$ cat config.mk
export PLATFORM = sky130hd
export DESIGN_NAME = instr_fetch_stage
export DESIGN_NICKNAME = d
export VERILOG_FILES = /design/src/rtl/instr_fetch_stage.sv
export SDC_FILE = /design/constraint.sdc
export NUM_CORES = 1
export LEC_CHECK = 0
export BUFFER_PORTS_ARGS = -buffer_cell sky130_fd_sc_hd__buf_2
export CAP_MARGIN = 10
export CORE_MARGIN = 3
export CORE_UTILIZATION = 51
export CTS_CLUSTER_DIAMETER = 100
export DETAILED_ROUTE_END_ITERATION = 8
export GPL_TIMING_DRIVEN = 0
export MAX_ROUTING_LAYER = met4
export PLACE_DENSITY = 0.86
export RECOVER_POWER = 100
export SLEW_MARGIN = 20
export SYNTH_ARGS = -nofsm -noshare
export SYNTH_HDL_FRONTEND = slang
export SYNTH_SLANG_ARGS = --single-unit
$ cat constraint.sdc
create_clock -name clk -period 1.7 [get_ports clk]
set_input_delay 0.085 -clock clk [delete_from_list [all_inputs] [get_ports clk]]
set_output_delay 0.085 -clock clk [all_outputs]
set_load 0.05 [all_outputs]
$ cat src/rtl/instr_fetch_stage.sv
// instr_fetch_stage
// Fetch stage feeding the IF/ID register. Owns the word-addressed fetch PC,
// talks to instruction memory over a req/rdy handshake, absorbs memory wait
// states, hazard stalls (via a one-entry skid buffer) and branch/jump
// redirects (via a squash state when a request is already in flight).
//
// Optional build macro: FETCH_PERF_CNT_EN
//   When defined, adds perf_fetched / perf_squashed 32-bit event counters.
//
// state  | meaning
// -------+-------------------------------------------------------------
// FETCH  | request issued at pc, no wait state seen yet
// WAIT   | request at pc outstanding, memory has inserted wait states
// HOLD   | IF stalled with a fetched word parked in skid; no request
// SQUASH | redirect arrived mid-request; finish and drop it, then go to tgt

module instr_fetch_stage #(
    parameter int                  PC_WIDTH    = 22,
    parameter int                  INSTR_WIDTH = 32,
    parameter logic [PC_WIDTH-1:0] RESET_PC    = '0
) (
    input  logic                   clk,
    input  logic                   rst_n,
    input  logic                   stall_IF,
    input  logic                   redirect,
    input  logic [PC_WIDTH-1:0]    redirect_PC,
    output logic                   imem_req,
    output logic [PC_WIDTH-1:0]    imem_addr,
    input  logic                   imem_rdy,
    input  logic [INSTR_WIDTH-1:0] imem_rdata,
    output logic [INSTR_WIDTH-1:0] instr_IF,
    output logic [PC_WIDTH-1:0]    PC_IF,
`ifdef FETCH_PERF_CNT_EN
    output logic                   fetch_busy,
    output logic [31:0]            perf_fetched,
    output logic [31:0]            perf_squashed
`else
    output logic                   fetch_busy
`endif
);

    typedef enum logic [1:0] {
        S_FETCH  = 2'd0,
        S_WAIT   = 2'd1,
        S_HOLD   = 2'd2,
        S_SQUASH = 2'd3
    } state_t;

    state_t                 state, state_nxt;
    logic                   started;

    logic [PC_WIDTH-1:0]    pc, pc_nxt, pc_inc;
    logic [PC_WIDTH-1:0]    tgt, tgt_nxt;
    logic [INSTR_WIDTH-1:0] out_instr, out_instr_nxt;
    logic [PC_WIDTH-1:0]    out_pc, out_pc_nxt;
    logic                   out_valid, out_valid_nxt;
    logic [INSTR_WIDTH-1:0] skid_instr, skid_instr_nxt;
    logic [PC_WIDTH-1:0]    skid_pc, skid_pc_nxt;

    logic                   accept;
    logic                   can_load;

    // The address only moves on acceptance or a redirect, so it is simply pc;
    // in SQUASH pc still holds the in-flight address until the drop completes.
    assign imem_addr  = pc;
    assign imem_req   = started && (state != S_HOLD);
    assign accept     = imem_req && imem_rdy;
    assign can_load   = !stall_IF || !out_valid;
    assign pc_inc     = pc + PC_WIDTH'(1);
    assign instr_IF   = out_instr;
    assign PC_IF      = out_pc;
    assign fetch_busy = (state == S_WAIT) || (state == S_SQUASH);

    // Request enable: held low through reset so an aborted fetch is not
    // re-issued until the first clock edge after reset is released.
    always_ff @(posedge clk or negedge rst_n) begin
        if (!rst_n) begin
            started <= 1'b0;
        end else begin
            started <= 1'b1;
        end
    end

    // State and datapath registers.
    always_ff @(posedge clk or negedge rst_n) begin
        if (!rst_n) begin
            state      <= S_FETCH;
            pc         <= RESET_PC;
            tgt        <= '0;
            out_instr  <= '0;
            out_pc     <= '0;
            out_valid  <= 1'b0;
            skid_instr <= '0;
            skid_pc    <= '0;
        end else begin
            state      <= state_nxt;
            pc         <= pc_nxt;
            tgt        <= tgt_nxt;
            out_instr  <= out_instr_nxt;
            out_pc     <= out_pc_nxt;
            out_valid  <= out_valid_nxt;
            skid_instr <= skid_instr_nxt;
            skid_pc    <= skid_pc_nxt;
        end
    end

    // Next-state and datapath: redirect first, then per-state handling.
    always_comb begin
        state_nxt      = state;
        pc_nxt         = pc;
        tgt_nxt        = tgt;
        out_instr_nxt  = out_instr;
        out_pc_nxt     = out_pc;
        out_valid_nxt  = out_valid;
        skid_instr_nxt = skid_instr;
        skid_pc_nxt    = skid_pc;

        if (!started) begin
            // Nothing issued yet; everything holds its reset value.
            state_nxt = state;
        end else if (redirect) begin
            out_instr_nxt  = '0;
            out_pc_nxt     = '0;
            out_valid_nxt  = 1'b0;
            skid_instr_nxt = '0;
            skid_pc_nxt    = '0;
            // A request still waiting on memory cannot have its address
            // changed, so remember the target and drain it first.
            if (((state == S_WAIT) || (state == S_SQUASH)) && !imem_rdy) begin
                tgt_nxt   = redirect_PC;
                state_nxt = S_SQUASH;
            end else begin
                pc_nxt    = redirect_PC;
                state_nxt = S_FETCH;
            end
        end else begin
            case (state)
                S_FETCH, S_WAIT: begin
                    if (imem_rdy) begin
                        pc_nxt = pc_inc;
                        if (can_load) begin
                            out_instr_nxt = imem_rdata;
                            out_pc_nxt    = pc_inc;
                            out_valid_nxt = 1'b1;
                            state_nxt     = S_FETCH;
                        end else begin
                            skid_instr_nxt = imem_rdata;
                            skid_pc_nxt    = pc_inc;
                            state_nxt      = S_HOLD;
                        end
                    end else begin
                        state_nxt = S_WAIT;
                        if (!stall_IF) begin
                            out_instr_nxt = '0;
                            out_pc_nxt    = '0;
                            out_valid_nxt = 1'b0;
                        end
                    end
                end
                S_HOLD: begin
                    if (!stall_IF) begin
                        out_instr_nxt = skid_instr;
                        out_pc_nxt    = skid_pc;
                        out_valid_nxt = 1'b1;
                        state_nxt     = S_FETCH;
                    end
                end
                S_SQUASH: begin
                    if (imem_rdy) begin
                        pc_nxt    = tgt;
                        state_nxt = S_FETCH;
                    end
                    if (!stall_IF) begin
                        out_instr_nxt = '0;
                        out_pc_nxt    = '0;
                        out_valid_nxt = 1'b0;
                    end
                end
                default: begin
                    state_nxt = S_FETCH;
                end
            endcase
        end
    end

`ifdef FETCH_PERF_CNT_EN
    logic load_resp;
    logic drop_resp;

    // A response is kept when it lands in out_* or skid, and lost when a
    // redirect coincides with it or it completes a squashed request.
    assign load_resp = accept && !redirect &&
                       ((state == S_FETCH) || (state == S_WAIT));
    assign drop_resp = accept && (redirect || (state == S_SQUASH));

    // Free-running event counters, wrapping at 2^32.
    always_ff @(posedge clk or negedge rst_n) begin
        if (!rst_n) begin
            perf_fetched  <= '0;
            perf_squashed <= '0;
        end else begin
            if (load_resp) begin
                perf_fetched <= perf_fetched + 32'd1;
            end
            if (drop_resp) begin
                perf_squashed <= perf_squashed + 32'd1;
            end
        end
    end
`endif

endmodule

==> flow_summary.json <==
{
  "violations": "setup timing",
  "endpoint_kind": "flop",
  "synth-xor-area-share_pct": 2.204,
  "p_leak_uw": 0.005550,
  "grt_pass1_wl_um": 49310,
  "synth.top_cells.by_count": "dfrtp_1 (156), nand2_1 (64), a22o_1 (44), nor2_1 (44), clkbuf_1 (42)",
  "synth_cell_types": 62,
  "routed_via_density": 7.526,
  "synth-edff-count": 0,
  "hold_slack_ns": 0.2489,
  "critPathKind": "flop to flop",
  "grt-ovfl-total": 0,
  "ios": 137,
  "synth_top_family_by_area": "compound AO/OA/AOI/OAI gates",
  "nNetsFinal": 1137,
  "grt_usage_pct": 39.23,
  "ant_nets": 0,
  "yosysWarnings": 0,
  "fin_ws_ns": -0.6445,
  "worstPathArrival_ns": 2.73,
  "cts_buffer_depth": 2,
  "htree_num_levels": 4,
  "status": "complete, but fails checks",
  "cts_tree": "yes",
  "hold_class": "input pin to flop",
  "maxSlewHeadroom_pct": 31.61,
  "maxSlewViolCount": 0,
  "clock_latency_ns": 0.46,
  "hpwlAfterDp_um": 16370,
  "die_y_um": 130.8,
  "syn-num-nets": 818,
  "drc": 0,
  "yosysTopAreaCell": "dfrtp_1",
  "routed_wl_um": 40840,
  "fillerInstances": 690,
  "start_util_pct": 52.29,
  "grt_max_degree": 88,
  "synth_top_area_share_pct": 49.11,
  "wl_per_cell_um": 31.96,
  "num_vias": 9618,
  "cts.clk_slew.worst_paths_ns": 0.07,
  "placed_cells": 1083,
  "critPathRequiredTime_ns": 2.09,
  "min_path_cells": 5,
  "fin_crit_sh_pct": 137.9,
  "die_w_um": 130.8,
  "synth_adder_area_share_pct": 0.1574,
  "areaGrowthSynthToFinish_pct": 61.09,
  "final_cells": 1278,
  "rr_worst_depth": 7,
  "muxShareOfSynthArea_pct": 3.117,
  "die_area_um2": 17120,
  "synth_compound_area_share_pct": 29.07,
  "crit_fanout": 6,
  "coreArea_um2": 15200,
  "synth-simple-area-share_pct": 12.09,
  "yosys-top-cells-area": "dfrtp_1 (49%), a22o_1 (4.8%), o221ai_1 (3.7%)",
  "antenna_found_initial": 1,
  "pre_cts_ws_ns": -0.5838,
  "startpoint_type": "flop",
  "ys_ff_latch": 156,
  "grt_pass1_vias": 8823,
  "placementRows": 45,
  "worstMarginPinSlew_ns": 1.026,
  "rsz0062_at_grt": "yes",
  "drive_gt1_share_pct": 44.03,
  "regArea_um2": 3934,
  "total_power_uw": 15410,
  "fin_skew_ns": 0.01400,
  "fin_setup_tns_ns": -27.37,
  "cts_buffers": 17,
  "firstDrtPassIters": 9,
  "synthCells": 758,
  "peakVddDrop_v": 0.001063,
  "async_reset_ff_share_pct": 100.0,
  "multi_input_area_um2": 4860,
  "clock.fmax_mhz": 426.5,
  "synth_flop_cell": "dfrtp_1",
  "avgSynthCellArea_um2": 10.49,
  "cts_sinks": 156,
  "yosysMostFrequentCell": "dfrtp_1",
  "gp_congestion": 0.9134,
  "drv_cap": 0,
  "drt_iter0_drc": 1298,
  "numPortBuffers": 136,
  "cts-root-buf": "clkbuf_16",
  "power_density_nw_per_um2": 1203,
  "syn-cell-area_um2": 7949,
  "setup_viol": 137,
  "hold_viol": 0,
  "ys_seq_area_share_pct": 49.11,
  "min_period_ns": 2.344
}
per-layer routing:
layer	wire length (um)	global-route usage, %	vias up
met3	4801	9.472	451
met4	4611	21.36	0
met1	12550	43.87	4564
met2	18880	64.82	1054
met5	0	-	-
li1	-	-	3549
cells by family (layout without fill, tap and decap cells):
group,Yosys count,in the layout
AO/OA/AOI/OAI,299,300
XOR/XNOR,20,20
adder cells (fa/ha/maj),1,1
buffers and inverters,79,407
flip-flops,156,156
multiplexers,22,22
other,1,3
AND/OR/NAND/NOR,180,181
final cells by class:
cell class | instances | area share, %
diodes | 2 | 0.03909
plain buffers | 62 | 5.189
clock buffers | 23 | 3.733
clock inverters | 7 | 0.5277
inverters | 9 | 0.2931
multi-input cells | 525 | 37.95
flip-flops and latches | 156 | 30.72
well taps | 188 | 1.837
repair buffers | 306 | 19.71
final timing paths:
check,from,endpoint,slack (ns)
max,imem_addr[0],imem_addr[12],-0.64
min,redirect,PC_IF[14],0.25
max reg2reg,imem_addr[0],imem_addr[12],-0.64
min reg2reg,instr_IF[15],instr_IF[15],0.50
max in group asynchronous,rst_n,imem_addr[0],0.27
min in group asynchronous,rst_n,instr_IF[11],0.37
sequential cells by signal (all words and copies together), names as in the netlist:
register and cells:
instr_IF 32, skid_pc 22, started 1, tgt 22
out_valid 1, skid_instr 32, state 2, imem_addr 22
PC_IF 22
worst max-delay path: stages (launching register included):
cell,delay [ns]
dfrtp_4,0.45
ha_4,0.17
nand4_4,0.20
buf_4,0.25
nor3_4,0.34
xnor2_2,0.17
a2111oi_4,0.52
a21o_1,0.18
power breakdown:
part           switching (uW)  internal, uW
combinational            4140          2310
sequential                777          4380
clock                    1680          2110
total                    6600          8810
per-stage QoR:
step | cell area (um2) | utilization, %
floorplan | 8110 | -
global placement | 9026 | 59.37
detailed placement | 9064 | 59.62
CTS | 11620 | 76.41
global route | 12800 | 84.21
finish | 12800 | 84.23
cells in the final DEF, fill, tap and decap left out, types with 20 or more instances in the layout:
cell | synthesis | final
dfrtp_1 | 156 | 138
buf_2 | 24 | 76
clkbuf_1 | 42 | 76
buf_4 | 0 | 63
dlygate4sd3_1 | 0 | 55
a22o_1 | 44 | 44
nand2_1 | 64 | 39
nor2_1 | 44 | 34
buf_6 | 1 | 31
clkbuf_16 | 0 | 29
buf_8 | 0 | 23
o21bai_1 | 33 | 23
mux2_2 | 22 | 22
o2bb2ai_1 | 33 | 21
o221ai_1 | 34 | 20
repair_timing:
item / CTS / global route
endpoints found under the setup margin: 151 / 141
endpoints found under the hold margin: 133 / 0
buffers inserted: 63 / 38
pin swaps: 34 / 89
gates cloned: 9 / 10
gates resized for setup: 183 / 201
hold buffers: 55 / 0
Note: power is estimated with default switching activity, not from simulation.
